[config.mk]
export PLATFORM = sky130hd
export DESIGN_NAME = mul_share_arb_flat
export DESIGN_NICKNAME = d
export VERILOG_FILES = /design/src/rtl/mul_share_arb_if.sv /design/src/rtl/mul_share_arb.sv /design/src/flat_wrapper.sv
export SDC_FILE = /design/constraint.sdc
export NUM_CORES = 1
export LEC_CHECK = 0
export CORE_MARGIN = 1.5
export CORE_UTILIZATION = 35
export DETAILED_ROUTE_END_ITERATION = 12
export PLACE_DENSITY_LB_ADDON = 0.1
export RECOVER_POWER = 100
export SETUP_SLACK_MARGIN = 0.02
export SLEW_MARGIN = 30
export SYNTH_ARGS = -nofsm -noshare
export SYNTH_HDL_FRONTEND = slang
export SYNTH_SLANG_ARGS = --single-unit
export TNS_END_PERCENT = 30
[constraint.sdc]
create_clock -name clk -period 6.75 [get_ports clk]
set_clock_uncertainty 0.1 [all_clocks]
set_input_delay 1.35 -clock clk [delete_from_list [all_inputs] [get_ports clk]]
set_output_delay 1.35 -clock clk [all_outputs]
set_load 0.1 [all_outputs]
[src/rtl/mul_share_arb_if.sv]
// Request/response bundle for the shared multiplier; master = requesters + product sink, slave = arbiter.
// Widths follow the arbiter parameters; requester i occupies req_a/req_b bits [i*DW +: DW].
interface mul_share_arb_if #(
  parameter int NREQ = 4,
  parameter int DW   = 16,
  parameter int PW   = 32,
  parameter int IDW  = 2
);
  logic [NREQ-1:0]    req_valid;
  logic [NREQ-1:0]    req_ready;
  logic [NREQ*DW-1:0] req_a;
  logic [NREQ*DW-1:0] req_b;
  logic               rsp_valid;
  logic               rsp_ready;
  logic [IDW-1:0]     rsp_id;
  logic [PW-1:0]      rsp_p;
  logic               busy;

  modport master (
    output req_valid, req_a, req_b, rsp_ready,
    input  req_ready, rsp_valid, rsp_id, rsp_p, busy
  );

  modport slave (
    input  req_valid, req_a, req_b, rsp_ready,
    output req_ready, rsp_valid, rsp_id, rsp_p, busy
  );
endinterface

[src/rtl/mul_share_arb.sv]
// Round-robin shared signed DWxDW multiplier, 2-cycle latency; a stalled response freezes the whole pipe
// and blocks new grants. Optional perf counters under MUL_SHARE_ARB_PERF_EN.
module mul_share_arb #(
  parameter int NREQ = 4,
  parameter int DW   = 16,
  parameter int PW   = 32,
  parameter int IDW  = 2
) (
  input  logic           clk,
  input  logic           reset,
  mul_share_arb_if.slave bus
`ifdef MUL_SHARE_ARB_PERF_EN
  ,
  output logic [31:0]    perf_busy_cnt,
  output logic [31:0]    perf_stall_cnt
`endif
);

  localparam int CW = IDW + 1;

  typedef struct packed {
    logic           vld;
    logic [IDW-1:0] id;
    logic [DW-1:0]  a;
    logic [DW-1:0]  b;
  } s0_t;

  typedef struct packed {
    logic           vld;
    logic [IDW-1:0] id;
    logic [PW-1:0]  p;
  } s1_t;

  s0_t             s0_q, s0_d;
  s1_t             s1_q, s1_d;
  logic [IDW-1:0]  rr_ptr_q, rr_ptr_d;

  logic            ce;
  logic            grant_vld;
  logic [IDW-1:0]  grant_idx;
  logic [CW-1:0]   cand_w;
  logic [CW-1:0]   nxt_w;
  logic [NREQ-1:0] ready_vec;
  logic            accept;
  logic signed [PW-1:0] a_ext;
  logic signed [PW-1:0] b_ext;

  assign ce = !(s1_q.vld && !bus.rsp_ready);

  // First valid requester at or after rr_ptr, wrapping modulo NREQ.
  always_comb begin
    grant_vld = 1'b0;
    grant_idx = '0;
    cand_w    = '0;
    for (int k = 0; k < NREQ; k++) begin
      cand_w = {1'b0, rr_ptr_q} + CW'(k);
      if (cand_w >= CW'(NREQ)) begin
        cand_w = cand_w - CW'(NREQ);
      end
      if (!grant_vld && bus.req_valid[cand_w[IDW-1:0]]) begin
        grant_vld = 1'b1;
        grant_idx = cand_w[IDW-1:0];
      end
    end
  end

  always_comb begin
    ready_vec = '0;
    if (NREQ == 1) begin
      ready_vec[0] = ce && !reset;
    end else if (ce && !reset && grant_vld) begin
      ready_vec[grant_idx] = 1'b1;
    end
  end

  assign accept = |(bus.req_valid & ready_vec);

  always_comb begin
    nxt_w = {1'b0, grant_idx} + CW'(1);
    if (nxt_w >= CW'(NREQ)) begin
      nxt_w = '0;
    end
  end

  // Sign-extend before multiplying so the full PW-bit product is kept.
  always_comb begin
    a_ext = PW'($signed(s0_q.a));
    b_ext = PW'($signed(s0_q.b));
  end

  always_comb begin
    s0_d     = s0_q;
    s1_d     = s1_q;
    rr_ptr_d = rr_ptr_q;
    if (ce) begin
      s0_d.vld = accept;
      if (accept) begin
        s0_d.id  = grant_idx;
        s0_d.a   = bus.req_a[grant_idx*DW +: DW];
        s0_d.b   = bus.req_b[grant_idx*DW +: DW];
        rr_ptr_d = nxt_w[IDW-1:0];
      end
      s1_d.vld = s0_q.vld;
      s1_d.id  = s0_q.id;
      s1_d.p   = a_ext * b_ext;
    end
  end

  always_ff @(posedge clk) begin
    if (reset) begin
      s0_q     <= '0;
      s1_q     <= '0;
      rr_ptr_q <= '0;
    end else begin
      s0_q     <= s0_d;
      s1_q     <= s1_d;
      rr_ptr_q <= rr_ptr_d;
    end
  end

  assign bus.req_ready = ready_vec;
  assign bus.rsp_valid = s1_q.vld;
  assign bus.rsp_id    = s1_q.id;
  assign bus.rsp_p     = s1_q.p;
  assign bus.busy      = s0_q.vld | s1_q.vld;

`ifdef MUL_SHARE_ARB_PERF_EN
  logic [31:0] perf_busy_cnt_q, perf_busy_cnt_d;
  logic [31:0] perf_stall_cnt_q, perf_stall_cnt_d;

  always_comb begin
    perf_busy_cnt_d  = perf_busy_cnt_q + {31'd0, bus.busy};
    perf_stall_cnt_d = perf_stall_cnt_q + {31'd0, !ce};
  end

  always_ff @(posedge clk) begin
    if (reset) begin
      perf_busy_cnt_q  <= '0;
      perf_stall_cnt_q <= '0;
    end else begin
      perf_busy_cnt_q  <= perf_busy_cnt_d;
      perf_stall_cnt_q <= perf_stall_cnt_d;
    end
  end

  assign perf_busy_cnt  = perf_busy_cnt_q;
  assign perf_stall_cnt = perf_stall_cnt_q;
`endif

endmodule

[src/flat_wrapper.sv]
// flat-port wrapper written by rule: the top's interface ports become plain ports
module mul_share_arb_flat 
#(
  parameter int NREQ = 4,
  parameter int DW   = 16,
  parameter int PW   = 32,
  parameter int IDW  = 2
)
  (clk, reset, bus_req_valid, bus_req_a, bus_req_b, bus_rsp_ready, bus_req_ready, bus_rsp_valid, bus_rsp_id, bus_rsp_p, bus_busy);
  mul_share_arb_if #(.NREQ(NREQ), .DW(DW), .PW(PW), .IDW(IDW)) bus_i ();
  input  logic clk;
  input  logic reset;
  input wire logic [$bits(bus_i.req_valid)-1:0] bus_req_valid;
  input wire logic [$bits(bus_i.req_a)-1:0] bus_req_a;
  input wire logic [$bits(bus_i.req_b)-1:0] bus_req_b;
  input wire logic [$bits(bus_i.rsp_ready)-1:0] bus_rsp_ready;
  output wire logic [$bits(bus_i.req_ready)-1:0] bus_req_ready;
  output wire logic [$bits(bus_i.rsp_valid)-1:0] bus_rsp_valid;
  output wire logic [$bits(bus_i.rsp_id)-1:0] bus_rsp_id;
  output wire logic [$bits(bus_i.rsp_p)-1:0] bus_rsp_p;
  output wire logic [$bits(bus_i.busy)-1:0] bus_busy;
  assign bus_i.req_valid = bus_req_valid;
  assign bus_i.req_a = bus_req_a;
  assign bus_i.req_b = bus_req_b;
  assign bus_i.rsp_ready = bus_rsp_ready;
  assign bus_req_ready = bus_i.req_ready;
  assign bus_rsp_valid = bus_i.rsp_valid;
  assign bus_rsp_id = bus_i.rsp_id;
  assign bus_rsp_p = bus_i.rsp_p;
  assign bus_busy = bus_i.busy;
  mul_share_arb #(.NREQ(NREQ), .DW(DW), .PW(PW), .IDW(IDW)) u_core (.clk(clk), .reset(reset), .bus(bus_i));
endmodule
# [Word level (Yosys, flattened, before mapping)]
# Index checks and enable logic that the tools add are counted.
[totals] mem_count=0 rom_bits=0 regBits=72 elab_cells=72 out_inout_bits=40 latch_bits=0 mem_bits_rw=0
[classes] div_mod_pow=0 magnitude_cmp=11 muxes=24 add_sub_neg=8 n_shift=2 n_eq_ne=0 n_mul=1 n_reduce_logical=15 bitwise_logic=3
[op_table] op="64-bit by 7-bit indexed part select with 16-bit output" count=2
[op_table] op="16-bit by 16-bit multiplier with 32-bit output" count=1
[op_table] op="2-bit two-way mux" count=9
[op_table] op="2-bit by 3-bit less-than comparator with 1-bit output, second input constant" count=5
[op_table] op="3-bit greater-or-equal comparator, second input constant" count=4
[op_table] op="1-bit two-way mux" count=9
[op_table] op="1-bit binary-select mux with 2-bit select" count=4
[op_table] op="2-bit by 1-bit subtractor with 2-bit output, second input constant" count=4
[op_table] op="1-bit logical AND" count=7
[op_table] op="2-bit by 1-bit adder with 3-bit output, second input constant" count=2
[op_table] op="2-bit by 2-bit adder with 3-bit output, second input constant" count=2
[op_table] op="1-bit zero test" count=6
[op_table] op="4-bit AND" count=1
[op_table] op="4-bit two-way mux" count=1
[op_table] op="4-bit OR reduction" count=1
[op_table] op="2-bit by 3-bit greater-or-equal comparator with 1-bit output, second input constant" count=1
[op_table] op="1-bit demux with 2-bit select" count=1
[op_table] op="2-bit by 1-bit greater-or-equal comparator with 1-bit output, second input constant" count=1
[op_table] op="2-bit AND reduction" count=1
[op_table] op="1-bit inverter" count=1
[op_table] op="1-bit bitwise OR" count=1

# [Depth between registers and ports, before layout]
[logic_depth] ltp_word=22 mapped_depth=23 mapped_depth_nobuf=20

# [Least setup slack after synthesis]
# Ideal clock, no wire load.
[synth_timing] path_kind="register -> register" start="reg u_core.s0_q (netlist bit u_core.a_ext[15])" end="reg u_core.s1_q (netlist bit u_core.bus.rsp_p[31])" stages_incl_launch_ff=19 setup_slack_ps=699 n_path_buf=1 setup_time_ps=103 required_ps=6547 t_arrival_ps=5847 cell_sequence="dfxtp_1 > clkbuf_1 > nand2_1 > inv_1 > fa_1 > fa_1 > fa_1 > fa_1 > fa_1 > inv_1 > fa_1 > inv_1 > ha_1 > nand2_1 > nor3_1 > o211a_1 > o2111ai_1 > and3_1 > a2111oi_2"
[synth_via] elab_chain_cells=1
[synth_rtl] item="from (decl)" line_no="mul_share_arb.sv:34" text="s0_t s0_q, s0_d;"
[synth_rtl] item="from (signal assigned)" line_no="mul_share_arb.sv:111" text="s0_q <= '0;"
[synth_rtl] item="from (signal assigned)" line_no="mul_share_arb.sv:115" text="s0_q <= s0_d;"
[synth_rtl] item="16-bit by 16-bit multiplier with 32-bit output" line_no="mul_share_arb.sv:105" text="s1_d.p = a_ext * b_ext;"
[synth_rtl] item="to (signal assigned)" line_no="mul_share_arb.sv:112" text="s1_q <= '0;"
[synth_rtl] item="to (signal assigned)" line_no="mul_share_arb.sv:116" text="s1_q <= s1_d;"
[synth_rtl] item="to (decl)" line_no="mul_share_arb.sv:35" text="s1_t s1_q, s1_d;"
# No other way between the ends.
# A chain may end at the register's enable or synchronous reset.

# [Final worst setup path]
[layout_timing] start="reg u_core.s0_q (netlist bit u_core.a_ext[8])" end="reg u_core.s1_q (netlist bit u_core.bus.rsp_p[24])"
# Same word-level chain as after synthesis.

==> reports/metrics.yaml <==
cells_and_area:
  finish.utilization_pct: 42.3
  drive_above_1_share_pct: 5.06
  nets: 2238
  fin_area_mm2: 0.0163
  syn2layout_area_growth_pct: 19.2
  antenna_cells: 0
  num-fill-cells: 3974
global_routing:
  antenna_found_initial: 0
  grt_max_degree: 71
  track_usage_pct: 21.1
  grt_overflow: 0
  grt_first_pass_wirelength_mm: 67.1
  grt_pass1_vias: 12000
power:
  ir_drop_uv: 229
  power_density_mw_per_mm2: 146
  finalPower_mw: 2.37
  leakagePower_nw: 8.05
clock_tree:
  htree_levels: 3
  root_buffer: "clkbuf_16"
  insertion_delay_ns: 0.35
  cts_sinks: 72
  path_clk_slew_ns: 0.06
  numCtsBuffers: 9
  ctsHoldBuffers: 0
  clock_path_buffers: 2
  cts_tree: "done"
floorplan:
  die_area_mm2: 0.0402
  start_util_pct: 35.4
  pin_count: 175
  row_count: 72
  fp.dieW_um: 201
  die_h_um: 201
  core_mm2: 0.0386
detailed_routing:
  routed_wl_mm: 39.9
  vias: 11100
  wire_per_inst_um: 17.5
  drcViolationCount: 0
  drt_pass1_iterations: 5
  drtIter0Drc: 674
  final_antenna_net_count: 0
  viasPerCell: 4.88
worst_setup_path:
  cp_slowest_stage_delay_ns: 0.73
  slowest_stage: "dfxtp_1"
  end_kind: "flop"
  critPathMaxFanout: 12
  required_ns: 6.90
  worstPathArrival_ns: 6.56
  crit_type: "reg2reg"
  critPathMostFrequentCell: "fa_1"
  startpoint_type: "flop"
  crit_chain: "and2_0 > fa_1 > inv_1 > fa_1 > fa_1 > inv_1 > fa_1 > fa_1 > inv_1 > fa_1 > inv_1 > ha_1 > a21o_1 > a2111oi_2 > nand2_2 > o2111ai_1 > nand3b_1 > o21a_1 > o211ai_1"
synth:
  yosysSeqAreaShare_pct: 10.5
  synth.distinct_cells: 68
  syn_avg_cell_area_um2: 8.51
  ys_seq_elements: 72
  synth.most_common_cell: "nand2_1"
  yosysTopAreaCellShare_pct: 38.4
  netlist_area_mm2: 0.0137
  synthCells: 1606
  synth-edff-count: 0
  async_reset_ff_share_pct: 0
  synth_top_cell_by_area: "fa_1"
  synth_flop_cell: "dfxtp_1"
  synth_warnings: 0
  synth_common_cells: "324 x nand2_1, 285 x inv_1, 262 x fa_1"
  syn_nets: 2090
  yosys-top-cells-area: "fa_1 38%, dfxtp_1 11%, nand2_1 8.9%, ha_1 8.0%, inv_1 7.8%"
place:
  dpl.hpwl_mm: 32.5
  gp_congestion: 0.836
  postPlaceCellArea_mm2: 0.0161
  port_buffers: 174
timing:
  hold_viol: 0
  rsz0062_at_grt: "true"
  tightest_slew_ns: 2.26
  fin_setup_tns_ns: 0
  finalMaxSlewViolations: 101
  min_period_over_period_pct: 94.9
  slew_headroom_pct: -50.6
  setup_viol: 0
  finalCriticalPeriod_ns: 6.41
  fmax_mhz: 156
min_path:
  hold_class: "reg2reg"
status:
  outcome: "finished, violations left"
  failed_checks: "max-capacitance violations, max-slew violations"
job:
  cap_violations: 2
-- power by group --
| group | leakage (nW) | switching [mW] | total, mW | internal, mW |
|---|---|---|---|---|
| registers | 0.589 | 0.0966 | 0.578 | 0.481 |
| clock network | 0.134 | 0.207 | 0.475 | 0.268 |
| logic | 7.33 | 0.846 | 1.32 | 0.476 |
| total | 8.05 | 1.15 | 2.37 | 1.23 |
-- state kept, by name, indices dropped and copies added, names as in the netlist --
register,cells
u_core.bus.rsp_p,32
u_core.a_ext,16
u_core.b_ext,16
u_core.s0_q,3
u_core.bus.rsp_id,2
u_core.rr_ptr_q,2
u_core.bus.rsp_valid,1
-- kinds of logic after synthesis --
kind of cell	after synthesis	share of synthesized area (%)
DFF	72	10.5
and+or+nand+nor	595	20.5
muxes	1	0.0733
xor gates and xnor gates	18	1.15
adders and majority gates	349	46.4
buffers and inverters	367	10.3
AOI/OAI and AO/OA	204	11.1
-- what timing repair did --
item	in CTS	in global routing
setup buffers	0	0
endpoints found under the hold margin	0	0
endpoints found under the setup margin	0	7
resized for setup	0	7
-- critical path: cells and delay by family, from the launching register on --
| family | cells | cell delay [ns] |
|---|---|---|
| buf+inv | 4 | 0.23 |
| simple gates | 3 | 0.55 |
| flops | 1 | 0.73 |
| fa+ha+maj | 7 | 3.28 |
| compound gates | 5 | 1.40 |
-- per-layer routing --
layer | track usage, % | vias up | wire length, um
met5 | 0 | - | 0
met4 | 3.68 | 0 | 510
met3 | 2.87 | 31 | 1820
met2 | 32.8 | 260 | 18100
met1 | 31.5 | 5511 | 19500
li1 | - | 5294 | -
-- cell type report --
type,instances,area (um^2),share of cell area (%)
clock buffers,11,253,1.55
clock inverters,4,28.8,0.177
inverters,286,1070,6.59
multi-input cells,1167,10800,66.4
flip-flops and latches,72,1450,8.89
well taps,518,648,3.98
repair buffers,218,2030,12.5
-- worst paths after layout --
kind | start | slack, ns | endpoint | depth (start not counted)
max reg2reg | u_core.a_ext[8] | 0.34 | u_core.bus.rsp_p[24] | 19
min | u_core.bus.rsp_p[3] | 0.35 | u_core.bus.rsp_p[3] | 2
min reg2reg | u_core.bus.rsp_p[3] | 0.35 | u_core.bus.rsp_p[3] | 2
max | u_core.a_ext[8] | 0.34 | u_core.bus.rsp_p[24] | 19
-- cells in the final DEF (no fill, tap or decap), types with 8 or more instances in the layout --
| cell type | Yosys | final |
|---|---|---|
| nand3_1 | 19 | 19 |
| xnor2_1 | 16 | 16 |
| nor3_1 | 13 | 13 |
| nand2b_1 | 9 | 9 |
| o211ai_1 | 8 | 8 |
| buf_4 | 1 | 40 |
| a31oi_1 | 8 | 8 |
| a21oi_1 | 76 | 76 |
| nor2_1 | 36 | 36 |
| nand2_1 | 324 | 324 |
| clkdlybuf4s50_1 | 0 | 131 |
| ha_1 | 87 | 87 |
| o21ai_0 | 10 | 10 |
| dlygate4sd3_1 | 0 | 38 |
| dfxtp_1 | 72 | 66 |
| and3_1 | 38 | 38 |
| o21a_1 | 13 | 13 |
| fa_1 | 262 | 261 |
| a21o_1 | 10 | 10 |
| inv_1 | 285 | 285 |
| clkbuf_16 | 0 | 9 |
| a311o_1 | 32 | 32 |
| and2_1 | 130 | 127 |
-- stage by stage --
| stage | setup slack, ns | hold WS (ns) | cells |
|---|---|---|---|
| 5_1_grt | 0.0301 | 0.371 | 2276 |
| 6_report | 0.341 | 0.348 | 2276 |
| 3_5_place_dp | 0.144 | 0.347 | 2261 |
| 4_1_cts | 0.125 | 0.355 | 2276 |
| 2_1_floorplan | 0.699 | 0.337 | 1606 |
| 3_3_place_gp | 0.287 | 0.341 | 2261 |
No activity file was read; power rests on OpenSTA's default activity.
